## config.mk

```make
export PLATFORM = sky130hd
export DESIGN_NAME = bcp_priority_scheduler
export DESIGN_NICKNAME = d
export VERILOG_FILES = /design/src/rtl/bcp_priority_scheduler.sv
export SDC_FILE = /design/constraint.sdc
export NUM_CORES = 1
export LEC_CHECK = 0
export ABC_AREA = 1
export BUFFER_PORTS_ARGS = -buffer_cell sky130_fd_sc_hd__buf_2
export CELL_PAD_IN_SITES_DETAIL_PLACEMENT = 1
export CELL_PAD_IN_SITES_GLOBAL_PLACEMENT = 1
export CORE_ASPECT_RATIO = 0.75
export CORE_MARGIN = 2
export CORE_UTILIZATION = 36
export DETAILED_ROUTE_END_ITERATION = 12
export PLACE_DENSITY_LB_ADDON = 0.1
export SYNTH_ARGS = -nofsm -noshare
export SYNTH_HDL_FRONTEND = slang
export SYNTH_SLANG_ARGS = --single-unit
```

## constraint.sdc

```tcl
create_clock -name clock -period 10.92 [get_ports clock]
set_input_delay 3.276 -clock clock [delete_from_list [all_inputs] [get_ports clock]]
set_output_delay 3.276 -clock clock [all_outputs]
set_load 0.1 [all_outputs]
```

## src/rtl/bcp_priority_scheduler.sv

```systemverilog
// Sequential priority scheduler for BCP: captures a request vector and issues one set-bit index
// per handshake, highest first. Optional macro BCP_SCHED_ROUND_ROBIN_EN enables rotating priority.
module bcp_priority_scheduler #(
  parameter int unsigned WIDTH = 8,
  localparam int unsigned IDX_W = $clog2(WIDTH)
) (
  input  logic             clock,
  input  logic             reset_n,
  input  logic             in_valid,
  output logic             in_ready,
  input  logic [WIDTH-1:0] in_vec,
  input  logic             flush,
  output logic             out_valid,
  input  logic             out_ready,
  output logic [IDX_W-1:0] out_idx,
  output logic [IDX_W:0]   out_remaining,
  output logic             done
);

  localparam int unsigned CNT_W = IDX_W + 1;

  typedef enum logic [1:0] {StIdle, StBusy, StDone} state_e;

  state_e           state_q, state_d;
  logic [WIDTH-1:0] pend_q, pend_d;
  logic [IDX_W-1:0] sel_idx;
  logic [CNT_W-1:0] pend_cnt;
  logic             issue;

  assign issue = (state_q == StBusy) && out_ready && !flush;

`ifdef BCP_SCHED_ROUND_ROBIN_EN
  logic [IDX_W-1:0] ptr_q;

  // Scan downward from ptr-1 (mod WIDTH); ptr=0 starts the scan at the top bit.
  always_comb begin : sel_rr
    int unsigned pos;
    logic        found;
    sel_idx = '0;
    found   = 1'b0;
    pos     = 0;
    for (int unsigned k = 1; k <= WIDTH; k++) begin
      pos = (32'(ptr_q) + WIDTH - k) % WIDTH;
      if (!found && pend_q[pos[IDX_W-1:0]]) begin
        sel_idx = pos[IDX_W-1:0];
        found   = 1'b1;
      end
    end
  end

  always_ff @(posedge clock) begin
    if (!reset_n) begin
      ptr_q <= '0;
    end else if (issue) begin
      ptr_q <= sel_idx;
    end
  end
`else
  always_comb begin : sel_fixed
    sel_idx = '0;
    for (int unsigned i = 0; i < WIDTH; i++) begin
      if (pend_q[i]) begin
        sel_idx = IDX_W'(i);
      end
    end
  end
`endif

  always_comb begin : popcount
    pend_cnt = '0;
    for (int unsigned i = 0; i < WIDTH; i++) begin
      pend_cnt = pend_cnt + CNT_W'(pend_q[i]);
    end
  end

  always_ff @(posedge clock) begin
    if (!reset_n) begin
      state_q <= StIdle;
      pend_q  <= '0;
    end else begin
      state_q <= state_d;
      pend_q  <= pend_d;
    end
  end

  always_comb begin : next_state
    state_d = state_q;
    pend_d  = pend_q;
    if (flush) begin
      state_d = StIdle;
      pend_d  = '0;
    end else begin
      unique case (state_q)
        StIdle: begin
          if (in_valid) begin
            pend_d  = in_vec;
            state_d = (in_vec != '0) ? StBusy : StDone;
          end
        end
        StBusy: begin
          if (out_ready) begin
            pend_d[sel_idx] = 1'b0;
            if (pend_cnt == CNT_W'(1)) begin
              state_d = StDone;
            end
          end
        end
        StDone:  state_d = StIdle;
        default: state_d = StIdle;
      endcase
    end
  end

  always_comb begin : outputs
    in_ready      = 1'b0;
    out_valid     = 1'b0;
    done          = 1'b0;
    out_idx       = sel_idx;
    out_remaining = pend_cnt;
    unique case (state_q)
      StIdle:  in_ready  = 1'b1;
      StBusy:  out_valid = 1'b1;
      StDone:  done      = 1'b1;
      default: in_ready  = 1'b0;
    endcase
  end

endmodule

```

; Word level (Yosys, flattened, before mapping)
; Index checks and enable logic that the tools add are counted.
[classes]
add_sub_neg = 7
order_cmp = 2
eq_ne = 6
muxes = 20
bitwise_logic = 3
n_reduce_logical = 7
[op_table]
columns = op, n
row1 = two-way mux 3 bit, 6
row2 = adder 4 x 1 -> 4 bit, 4
row3 = two-way mux 8 bit, 2
row4 = one-hot mux 8 bit (2 select lines), 1
row5 = AND 8 bit, 1
row6 = two-way mux 2 bit, 4
row7 = inverter 8 bit, 1
row8 = nonzero test 8 bit, 1
row9 = AND reduction 3 bit, 2
row10 = two-way mux 1 bit, 5
row11 = adder 3 x 1 -> 4 bit, 1
row12 = "== test 4 x 1 -> 1 bit, second input constant", 1
row13 = "< comparator 3 x 4 -> 1 bit, second input constant", 1
row14 = "!= test 2 bit, second input constant", 2
row15 = one-hot mux 2 bit (2 select lines), 1
row16 = adder 2 x 1 -> 3 bit, 1
row17 = demux 1 bit (select 3 bit), 1
row18 = "greater-or-equal comparator 3 x 1 -> 1 bit, second input constant", 1
row19 = adder 1 x 1 -> 2 bit, 1
row20 = "== test 2 x 1 -> 1 bit, second input constant", 1
row21 = "== test 2 bit, second input constant", 1
row22 = zero test 2 bit, 1
row23 = "!= test 2 x 1 -> 1 bit, second input constant", 1
row24 = nonzero test 2 bit, 1
row25 = 3 further kinds, 3
[totals]
ff_bits = 10
in_bits = 13
out_inout_bits = 10
word_cells = 47

; Depth between registers and ports, before layout
; Gate-level depths: netlist of run 1.
[depth]
depth_word = 15
depth_mapped = 12
ltp_nobuf = 12

; Least setup slack after synthesis of run 1
; No wires, ideal clock.
[synth_timing]
path_kind = register to output
startpoint = register pend_q[0]
endpoint = output port out_remaining[1]
arrival_time_ns = 3.163
required_time_ns = 7.644
setup_slack_ns = 4.481
path_stages_with_launch = 8
path_buffers = 0
cell_sequence = dfxtp_1 > fa_1 > inv_1 > fa_1 > fa_1 > inv_1 > ha_1 > fa_1
[synth_via]
elab_chain_cells = 7
[synth_lines]
columns = item, line
row1 = "start, declared", 25  ; logic [WIDTH-1:0] pend_q, pend_d;
row2 = "start signal, assigned", 82  ; pend_q <= pend_d;
row3 = adder 1 x 1 -> 2 bit, 72  ; pend_cnt = pend_cnt + CNT_W'(pend_q[i]);
row4 = adder 2 x 1 -> 3 bit, 72
row5 = adder 3 x 1 -> 4 bit, 72
row6 = adder 4 x 1 -> 4 bit (4 in a row), 72
row7 = "end, declared", 16  ; output logic [IDX_W:0] out_remaining,
; Every way passes these cells.

; Worst setup path after layout of run 1
[layout_timing]
startpoint = register pend_q[0]
endpoint = output port out_remaining[2]
; The elaborated chain is that of the path after synthesis.

==> Flow_metrics.wiki, run 1 <==
{| class="wikitable"
! Metric !! Value
|-
| Run status || finished, final reports clean
|-
| Sw frac || between 40% and 50%
|-
| Area growth syn-to-layout || 22.3%
|-
| Critical setup path kind || reg2out
|-
| Internal Dissipation || between 0.00006 and 0.00007 W
|-
| DR vias || between 700 and 800
|-
| Lkg Pwr || approximately 0.51 nW
|-
| Number of antenna violations at the first check in global routing || 0
|-
| Max Cap Viol || 0
|-
| Ys Warns || 0
|-
| Hold Vio Cnt, Final || 0
|-
| Critical path launch point type || flip-flop
|-
| Setup tns final || 0 ps
|-
| IO Count || 23
|-
| Cell area after layout || 906 µm²
|-
| Layout cells sized above 1 || approximately 24%
|-
| Clock network power share || ~28%
|-
| Global-route usage over all layers || a little under a fifth
|-
| Total detailed-routing wirelength || between 1.5 and 2 mm
|-
| Max-slew violation total from the final report || 0
|-
| Shortest clock period the worst path allows after layout || between 6000 and 7000 ps
|-
| Total Die Area || roughly 0.0024 mm²
|-
| Initial standard-cell utilization of the core || 37.4%
|-
| Tcrit/Tclk final || about three fifths
|-
| Average via count per standard cell || roughly 5
|-
| Worst-case setup margin in the final layout || around 4300 ps
|-
| Tightest Pin Transition || between 400 and 500 ps
|-
| Total nets after synthesis || ~130
|-
| Post-layout instance count excluding filler cells || 160
|-
| Cells after synthesis || 111
|-
| Total of fill cells in the finished design || 285
|-
| TritonCTS clock tree || yes
|-
| Final antenna diode count || 0
|-
| Area occupied by registers || roughly 200 µm²
|-
| Detailed-router iteration count before antenna repair || 3
|-
| Area of the mapped netlist || ~740 µm²
|-
| Count of input and output buffers || 22
|-
| Worst-path maximum fanout || 2
|-
| Final setup vio count || 0
|-
| Mean instance size in the synthesized netlist || roughly 6.7 µm²
|-
| Worst-case headroom to the max-slew limit || between 60 and 70%
|-
| Number of post-CTS setup repair buffers || 0
|-
| Max rail drop VDD || ~0.081 mV
|-
| Register share of total power || 33.5%
|-
| Fraction of the yosys area taken by sequential cells || between 20% and 30%
|-
| Unrepaired setup endpoints after global routing || no
|-
| Data arrival time of the critical path || about 3400 ps
|-
| Total number of clock tree sinks || 10
|-
| Number of placed instances, taps included || 156
|-
| H-tree level count || 1
|-
| Power per unit of standard cell area || 130 mW/mm²
|-
| Most frequent cells in the layout || 34 x sky130_fd_sc_hd__nand2_1, 22 x sky130_fd_sc_hd__buf_2, 19 x sky130_fd_sc_hd__inv_1
|-
| Critical Path Sink Type || output port
|-
| Number of clock buffers inserted by TritonCTS || 3
|-
| Drt initial violations || 10
|-
| Floorplan die width || 56.4 µm
|-
| Hold WC Path Type || reg2reg
|-
| Height of the die || between 40 and 50 µm
|-
| Half-perimeter wire length after placement || 1.69 mm
|-
| Power spent charging and discharging nets || between 0.00004 and 0.00005 W
|-
| Logic gate share of total power || between 30% and 40%
|-
| Distinct cell type count of the synthesized netlist || 23
|-
| DR DRC count || 0
|-
| Last weighted congestion value of the routability-driven placer || slightly above 0.7
|-
| Routed Antenna Nets || 0
|-
| Leading cell type in the layout, fill and taps excluded || sky130_fd_sc_hd__nand2_1
|-
| Area occupied by multi-input gates || 450 µm²
|-
| Hold_buf cts || 0
|-
| Final net count || approximately 160
|-
| Clock tree buffer depth || 2
|-
| Instance area at placement || 870 µm²
|-
| Worst setup slack after placement || between 4000 and 5000 ps
|-
| Core ar. || 0.00198 mm²
|-
| Placement row count || 14
|-
| Overflow left after global routing || 0
|-
| Clock-pin transition on the worst setup and hold timing paths || about 60 ps
|-
| Post-Route Skew || approximately 1.1 ps
|-
| Number of gates resized after cts || 0
|-
| Maximum number of pins on one net before global-route repair || 10
|-
| First-pass GRT wire length || between 3 and 4 mm
|-
| Via count of the first global-routing pass || ~840
|-
| WL per Instance || 12.1 µm
|-
| Clock network latency to the later pin of the worst-skew pair || ~260 ps
|-
| Critical path required time || 7640 ps
|-
| Root cell of the clock tree || sky130_fd_sc_hd__clkbuf_4
|-
| Seq cells post-synth || 10
|-
| Maximum clock frequency || between 0.15 and 0.2 GHz
|}
## path summary, 6_finish.rpt
kind / startpoint / endpoint / slack [ps] / cells after the start
worst max-delay path: pend_q[0]$_SDFFE_PP0P_ / out_remaining[2] / 4290 / 10
worst min-delay path: pend_q[6]$_SDFFE_PP0P_ / pend_q[6]$_SDFFE_PP0P_ / 500 / 2
worst max register to register: pend_q[0]$_SDFFE_PP0P_ / state_q[0]$_SDFFE_PP0P_ / 7640 / 12
worst min register to register: pend_q[6]$_SDFFE_PP0P_ / pend_q[6]$_SDFFE_PP0P_ / 500 / 2
## kinds of logic after synthesis
logic type	share of synthesized area [%]
AND/OR/NAND/NOR	31.2
buffers and inverters	12.2
flip-flops	27.0
AO/OA/AOI/OAI	12.5
adder cells (fa/ha/maj)	15.9
XOR/XNOR	1.18
## flip-flops by register name, summed over array words and instances (netlist names)
name,cells
pend_q,8
state_q,2
## synth_stat cells
library cell               count  area (µm²)
sky130_fd_sc_hd__a21oi_1      10        50.1
sky130_fd_sc_hd__nor2_2        2        12.5
sky130_fd_sc_hd__nor3_2        1        10.0
sky130_fd_sc_hd__o21ai_2       1        8.76
sky130_fd_sc_hd__nor2_1        8        30.0
sky130_fd_sc_hd__ha_1          3        37.5
sky130_fd_sc_hd__nand3_1       3        15.0
sky130_fd_sc_hd__clkinv_1      1        3.75
sky130_fd_sc_hd__inv_2         1        3.75
sky130_fd_sc_hd__a31oi_1       1        6.26
sky130_fd_sc_hd__fa_1          4        80.1
sky130_fd_sc_hd__o21ai_0       2        10.0
sky130_fd_sc_hd__xnor2_1       1        8.76
sky130_fd_sc_hd__buf_6         1        11.3
sky130_fd_sc_hd__dfxtp_1      10         200
sky130_fd_sc_hd__nor3_1        1        5.00
sky130_fd_sc_hd__a21o_1        1        7.51
sky130_fd_sc_hd__nand2_1      34         128
sky130_fd_sc_hd__inv_1        19        71.3
sky130_fd_sc_hd__nand2_2       2        12.5
sky130_fd_sc_hd__nor4_1        2        12.5
sky130_fd_sc_hd__o21ai_1       2        10.0
sky130_fd_sc_hd__and3_1        1        6.26
## power by group through the flow
stage / Clock, W / Sequential (W) / Combinational, W
detailed placement: 0 / 0.0000402 / 0.0000459
floorplan: 0 / 0.0000394 / 0.0000382
CTS: 0.0000335 / 0.0000393 / 0.0000462
global placement: 0 / 0.0000401 / 0.0000448
finish: 0.0000326 / 0.0000393 / 0.0000457
global route: 0.0000355 / 0.0000395 / 0.0000495
## layer usage
metal | vias to the layer above | part of all wire [%] | GRT usage (%)
met5 | - | 0 | 0
met4 | 0 | 1.3 | 10.5
met3 | 4 | 3.4 | 2.13
met2 | 17 | 47 | 31.3
met1 | 377 | 48 | 23.0
li1 | 394 | - | -
## stage by stage
step | power (W) | hold WS, ps | utilization [%]
finish | 0.000118 | 503 | 45.8
CTS | 0.000119 | 503 | 45.8
floorplan | 0.0000775 | 452 | -
detailed placement | 0.0000861 | 494 | 43.9
global placement | 0.0000850 | 482 | 43.9
global route | 0.000125 | 525 | 45.8
## critical path, cell delays in order, from the launching register on
cell	delay, ps
sky130_fd_sc_hd__dfxtp_1	330
sky130_fd_sc_hd__fa_1	530
sky130_fd_sc_hd__inv_1	50
sky130_fd_sc_hd__fa_1	460
sky130_fd_sc_hd__fa_1	500
sky130_fd_sc_hd__inv_1	40
sky130_fd_sc_hd__ha_1	190
sky130_fd_sc_hd__fa_1	380
sky130_fd_sc_hd__xnor2_1	150
sky130_fd_sc_hd__inv_1	50
sky130_fd_sc_hd__buf_2	410
## cell type report
type                            instances  area share [%]
Multi-Input combinational cell         79            49.7
Sequential cell                        10            22.1
Timing Repair Buffer                   22            12.2
Inverter                               21            8.70
Clock buffer                            4            4.01
Tap cell                               24            3.31
Note: power is estimated with default switching activity, not from simulation.
==> run 2: changes to the inputs <==
Settings changed: ABC_AREA 1 to 0, CORE_UTILIZATION 36 to 31.
Clock period 10.92 ns to 5.4 ns, I/O delays scaled along.
==> run 2 against run 1 <==
  * Area after synthesis decreased by 3.5%
  * Sequential power increased by 100%
  * Clock skew increased by 1.9 ps
  * Critical path depth decreased by 1
  * Register-to-register slack got worse by 5900 ps
  * Clock-buffer cell count unchanged
  * Routed wire length decreased by 9.0%
  * Cell count decreased by 16%
  * Via count decreased by 12%
  * Setup slack got worse by 4000 ps
  * Core utilization decreased by 6.2 points
  * Non-clock buffer count unchanged
==> Flow_metrics.wiki, run 2 <==
{| class="wikitable"
! Metric !! Value
|-
| Ranking of synthesized cells by area || sky130_fd_sc_hd__dfxtp_1 28%, sky130_fd_sc_hd__fa_1 11%, sky130_fd_sc_hd__ha_1 5.3% (was sky130_fd_sc_hd__dfxtp_1 27%, sky130_fd_sc_hd__nand2_1 17%, sky130_fd_sc_hd__fa_1 11%)
|-
| Worst r2r path cells || 11 (was 12)
|-
| Maximum number of pins on one net before global-route repair || 15 (was 10)
|-
| Fraction of the yosys area taken by sequential cells || 28.0% (was 27.0%)
|-
| Tightest Pin Transition || 489 ps (was 494 ps)
|-
| Floorplan die width || 59.4 µm (was 56.4 µm)
|-
| Post-synth top area cell || sky130_fd_sc_hd__dfxtp_1 (unchanged)
|-
| Run status || finished, final reports clean (unchanged)
|-
| DR vias || 696 (was 792)
|-
| Last weighted congestion value of the routability-driven placer || 0.703 (was 0.720)
|-
| Mux share of post-synthesis cell area || 0% (unchanged)
|-
| Setup slack on the worst flop-to-flop path || 1790 ps (was 7640 ps)
|-
| H-tree level count || 1 (unchanged)
|-
| Fraction of the mapped netlist area in simple logic gates || 23.8% (was 31.2%)
|-
| Critical setup path kind || reg2out (unchanged)
|-
| Placement row count || 15 (was 14)
|-
| Hold WC Path Type || reg2reg (unchanged)
|-
| Power spent charging and discharging nets || 0.0000953 W (was 0.0000498 W)
|-
| Max-slew violation total from the final report || 0 (unchanged)
|-
| Critical Path Sink Type || output port (unchanged)
|-
| Tcrit/Tclk final || ~94%
|-
| Logic gate share of total power || 36.3% (was 38.9%)
|-
| Clock tree buffer depth || 2 (unchanged)
|-
| Global-route usage over all layers || 14.6% (was 18.5%)
|-
| Worst hold path depth || 2 (unchanged)
|-
| Shortest clock period the worst path allows after layout || ~5100 ps
|-
| Total number of clock tree sinks || 10 (unchanged)
|-
| Worst-path maximum fanout || 7 (was 2)
|-
| Number of post-CTS setup repair buffers || 0 (unchanged)
|-
| Critical path required time || 3780 ps (was 7640 ps)
|-
| Routed Antenna Nets || 0 (unchanged)
|-
| Leading cell type in the layout, fill and taps excluded || sky130_fd_sc_hd__buf_2 (was sky130_fd_sc_hd__nand2_1)
|-
| WL per Instance || 13.2 µm (was 12.1 µm)
|-
| Compound-Gate Fraction of Synth Area || 23.5% (was 12.5%)
|-
| Endpoint of the worst register-to-register path || state_q[1]$_SDFFE_PP0P_ (was state_q[0]$_SDFFE_PP0P_)
|-
| Half-perimeter wire length after placement || 1.47 mm (was 1.69 mm)
|-
| Clock-pin transition on the worst setup and hold timing paths || 70 ps (was 60 ps)
|-
| Register share of total power || 34.6% (was 33.5%)
|-
| Seq cells post-synth || 10 (unchanged)
|-
| Post-Route Skew || 2.99 ps (was 1.07 ps)
|-
| Cell family with the largest share of critical-path delay || adder cells (unchanged)
|-
| Total Die Area || 0.00271 mm² (was 0.00244 mm²)
|-
| Number of antenna violations at the first check in global routing || 0 (unchanged)
|-
| Dominant cell by count in the synthesized netlist || sky130_fd_sc_hd__dfxtp_1 (was sky130_fd_sc_hd__nand2_1)
|-
| CP peak stage delay || 490 ps (was 530 ps)
|-
| Max rail drop VDD || 0.119 mV (was 0.0805 mV)
|-
| Total nets after synthesis || 107 (was 131)
|-
| Commonest cells post-synth || 10 x sky130_fd_sc_hd__dfxtp_1, 9 x sky130_fd_sc_hd__inv_1, 8 x sky130_fd_sc_hd__nand2_1 (was 34 x sky130_fd_sc_hd__nand2_1, 19 x sky130_fd_sc_hd__inv_1, 10 x sky130_fd_sc_hd__a21oi_1, 10 x sky130_fd_sc_hd__dfxtp_1, 8 x sky130_fd_sc_hd__nor2_1)
|-
| Clock network latency to the later pin of the worst-skew pair || 260 ps (about the same)
|-
| Number of gates resized after cts || 0 (unchanged)
|-
| Lkg Pwr || 0.445 nW (was 0.510 nW)
|-
| Total detailed-routing wirelength || 1.76 mm (was 1.94 mm)
|-
| CP max-delay cell || sky130_fd_sc_hd__fa_1 (unchanged)
|-
| CP bufs+invs || 3 (was 4)
|-
| Total of fill cells in the finished design || 276 (was 285)
|-
| HP Start || pend_q[0]$_SDFFE_PP0P_ (was pend_q[6]$_SDFFE_PP0P_)
|-
| Area of the mapped netlist || 714 µm² (was 741 µm²)
|-
| Count of input and output buffers || 22 (unchanged)
|-
| Ys Warns || 0 (unchanged)
|-
| Critical path launch point type || flip-flop (unchanged)
|-
| Proportion of register bits with asynchronous set or reset after synthesis || 0% (unchanged)
|-
| Mean instance size in the synthesized netlist || 8.21 µm² (was 6.67 µm²)
|-
| Data arrival time of the critical path || 3480 ps (was 3350 ps)
|-
| Area occupied by multi-input gates || 472 µm² (was 450 µm²)
|-
| Initial standard-cell utilization of the core || 32.0% (was 37.4%)
|-
| Max Cap Viol || 0 (unchanged)
|-
| Hold_buf cts || 0 (unchanged)
|-
| Max reg flops || 8 (unchanged)
|-
| Distinct cell type count of the synthesized netlist || 33 (was 23)
|-
| First-pass GRT wire length || 2.88 mm (was 3.44 mm)
|-
| Reg2Reg Launch Point || pend_q[3]$_SDFFE_PP0P_ (was pend_q[0]$_SDFFE_PP0P_)
|-
| Cell occurring most often along the worst timing path || sky130_fd_sc_hd__fa_1 (unchanged)
|-
| Overflow left after global routing || 0 (unchanged)
|-
| Root cell of the clock tree || sky130_fd_sc_hd__clkbuf_4 (unchanged)
|-
| Number of clock buffers inserted by TritonCTS || 3 (unchanged)
|-
| Share of the synthesized area in the top cell type || 28.0% (was 27.0%)
|-
| Area growth syn-to-layout || 23.6% (was 22.3%)
|-
| Combinational family with the most area after synthesis || simple AND/OR/NAND/NOR gates (unchanged)
|-
| IO Count || 23 (unchanged)
|-
| Worst-case headroom to the max-slew limit || 67.6% (was 67.3%)
|-
| Internal Dissipation || 0.000137 W (was 0.0000678 W)
|-
| CP cell instances || fa_1 > inv_1 > fa_1 > fa_1 > inv_1 > ha_1 > fa_1 > xor2_2 > buf_2 (was fa_1 > inv_1 > fa_1 > fa_1 > inv_1 > ha_1 > fa_1 > xnor2_1 > inv_1 > buf_2)
|-
| Clock network power share || 29.2% (was 27.7%)
|-
| Via count of the first global-routing pass || 629 (was 841)
|-
| Unrepaired setup endpoints after global routing || no (unchanged)
|-
| Average via count per standard cell || 5.19 (was 4.95)
|-
| Drt initial violations || 14 (was 10)
|-
| Biggest register || pend_q (unchanged)
|-
| Number of enable flip-flop cells after synthesis || 0 (unchanged)
|-
| Endpoint with the worst hold slack || pend_q[0]$_SDFFE_PP0P_ (was pend_q[6]$_SDFFE_PP0P_)
|-
| Power per unit of standard cell area || 263 mW/mm² (was 130 mW/mm²)
|-
| Fraction of the core area covered by cells at the end of the flow || 39.6% (was 45.8%)
|-
| Sw frac || 41.1% (was 42.4%)
|-
| Final setup vio count || 0 (unchanged)
|-
| DR DRC count || 0 (unchanged)
|-
| Core ar. || 0.00223 mm² (was 0.00198 mm²)
|-
| Leading registers by flop count || pend_q: 8 flops, state_q: 2 flops (unchanged)
|-
| Cells after synthesis || 87 (was 111)
|-
| Fraction of synthesized cell area in xor and xnor cells || 1.23% (was 1.18%)
|-
| Most frequent cells in the layout || 22 x sky130_fd_sc_hd__buf_2, 10 x sky130_fd_sc_hd__dfxtp_1, 9 x sky130_fd_sc_hd__inv_1 (was 34 x sky130_fd_sc_hd__nand2_1, 22 x sky130_fd_sc_hd__buf_2, 19 x sky130_fd_sc_hd__inv_1)
|-
| Final net count || 130 (was 157)
|-
| Detailed-router iteration count before antenna repair || 3 (unchanged)
|-
| Setup tns final || 0 ps (unchanged)
|-
| Post-synthesis share of cell area spent on full adders, half adders and majority gates || 16.5% (was 15.9%)
|-
| Final antenna diode count || 0 (unchanged)
|-
| Height of the die || 45.6 µm (was 43.3 µm)
|-
| Hold Vio Cnt, Final || 0 (unchanged)
|-
| Top FF cell, synth || sky130_fd_sc_hd__dfxtp_1 (unchanged)
|-
| Area occupied by registers || 200 µm² (unchanged)
|-
| Layout cells sized above 1 || 27.5% (was 24.3%)
|-
| Maximum clock frequency || 0.196 GHz
|-
| TritonCTS clock tree || yes (unchanged)
|}
## run 2: how the worst max path moves through the flow
stage | from | end | slack, ps | cells past startpoint
finish | pend_q[3]$_SDFFE_PP0P_ | out_remaining[2] | 300 | 9
global route | pend_q[3]$_SDFFE_PP0P_ | out_remaining[2] | 160 | 9
CTS | pend_q[3]$_SDFFE_PP0P_ | out_remaining[2] | 270 | 9
detailed placement | pend_q[3]$_SDFFE_PP0P_ | out_remaining[2] | 580 | 9
global placement | pend_q[3]$_SDFFE_PP0P_ | out_remaining[2] | 660 | 9
floorplan | pend_q[0]$_SDFFE_PP0P_ | out_remaining[2] | 410 | 8
## run 2: routing by layer
metal,vias up,global-route usage (%),part of all wire (%)
li1,344,-,-
met1,337,21.3,50
met2,13,20.9,45
met3,2,2.56,3.8
met4,0,6.82,0.62
met5,-,0,0
## run 2: power by group through the flow
| stage | combinational, W | clock (W) | sequential (W) |
|---|---|---|---|
| floorplan | 0.0000716 | 0 | 0.0000800 |
| global placement | 0.0000841 | 0 | 0.0000818 |
| detailed placement | 0.0000847 | 0 | 0.0000819 |
| CTS | 0.0000849 | 0.0000707 | 0.0000802 |
| global route | 0.0000900 | 0.0000742 | 0.0000807 |
| finish | 0.0000841 | 0.0000677 | 0.0000802 |
## run 2: layout make-up
cell class | instances | share of cell area, %
Sequential cell | 10 | 22.7
Inverter | 9 | 3.82
Multi-Input combinational cell | 64 | 53.4
Timing Repair Buffer | 22 | 12.5
Tap cell | 25 | 3.54
Clock buffer | 4 | 4.11
## run 2: logic make-up (layout without fill, tap and decap cells)
group           after synthesis  count (layout)
compound gates               24              24
xor+xnor                      1               1
fa+ha+maj                     7               7
buf+inv                      13              35
flops                        10              10
simple gates                 32              32
## run 2: worst min-delay path: cells and delay by family (launching register included)
family / cells / cell delay, ps
flip-flops: 1 / 330
AO/OA/AOI/OAI: 2 / 150
## run 2: through the flow
step | cell area (µm²) | setup WS (ps) | hold WS (ps) | std cells | total power [W]
after floorplan | 722 | 410 | 477 | 87 | 0.000152
after global placement | 847 | 662 | 512 | 130 | 0.000166
after detailed placement | 847 | 579 | 521 | 130 | 0.000167
after CTS | 883 | 270 | 530 | 134 | 0.000236
after global routing | 883 | 160 | 546 | 134 | 0.000245
final | 883 | 303 | 522 | 134 | 0.000232
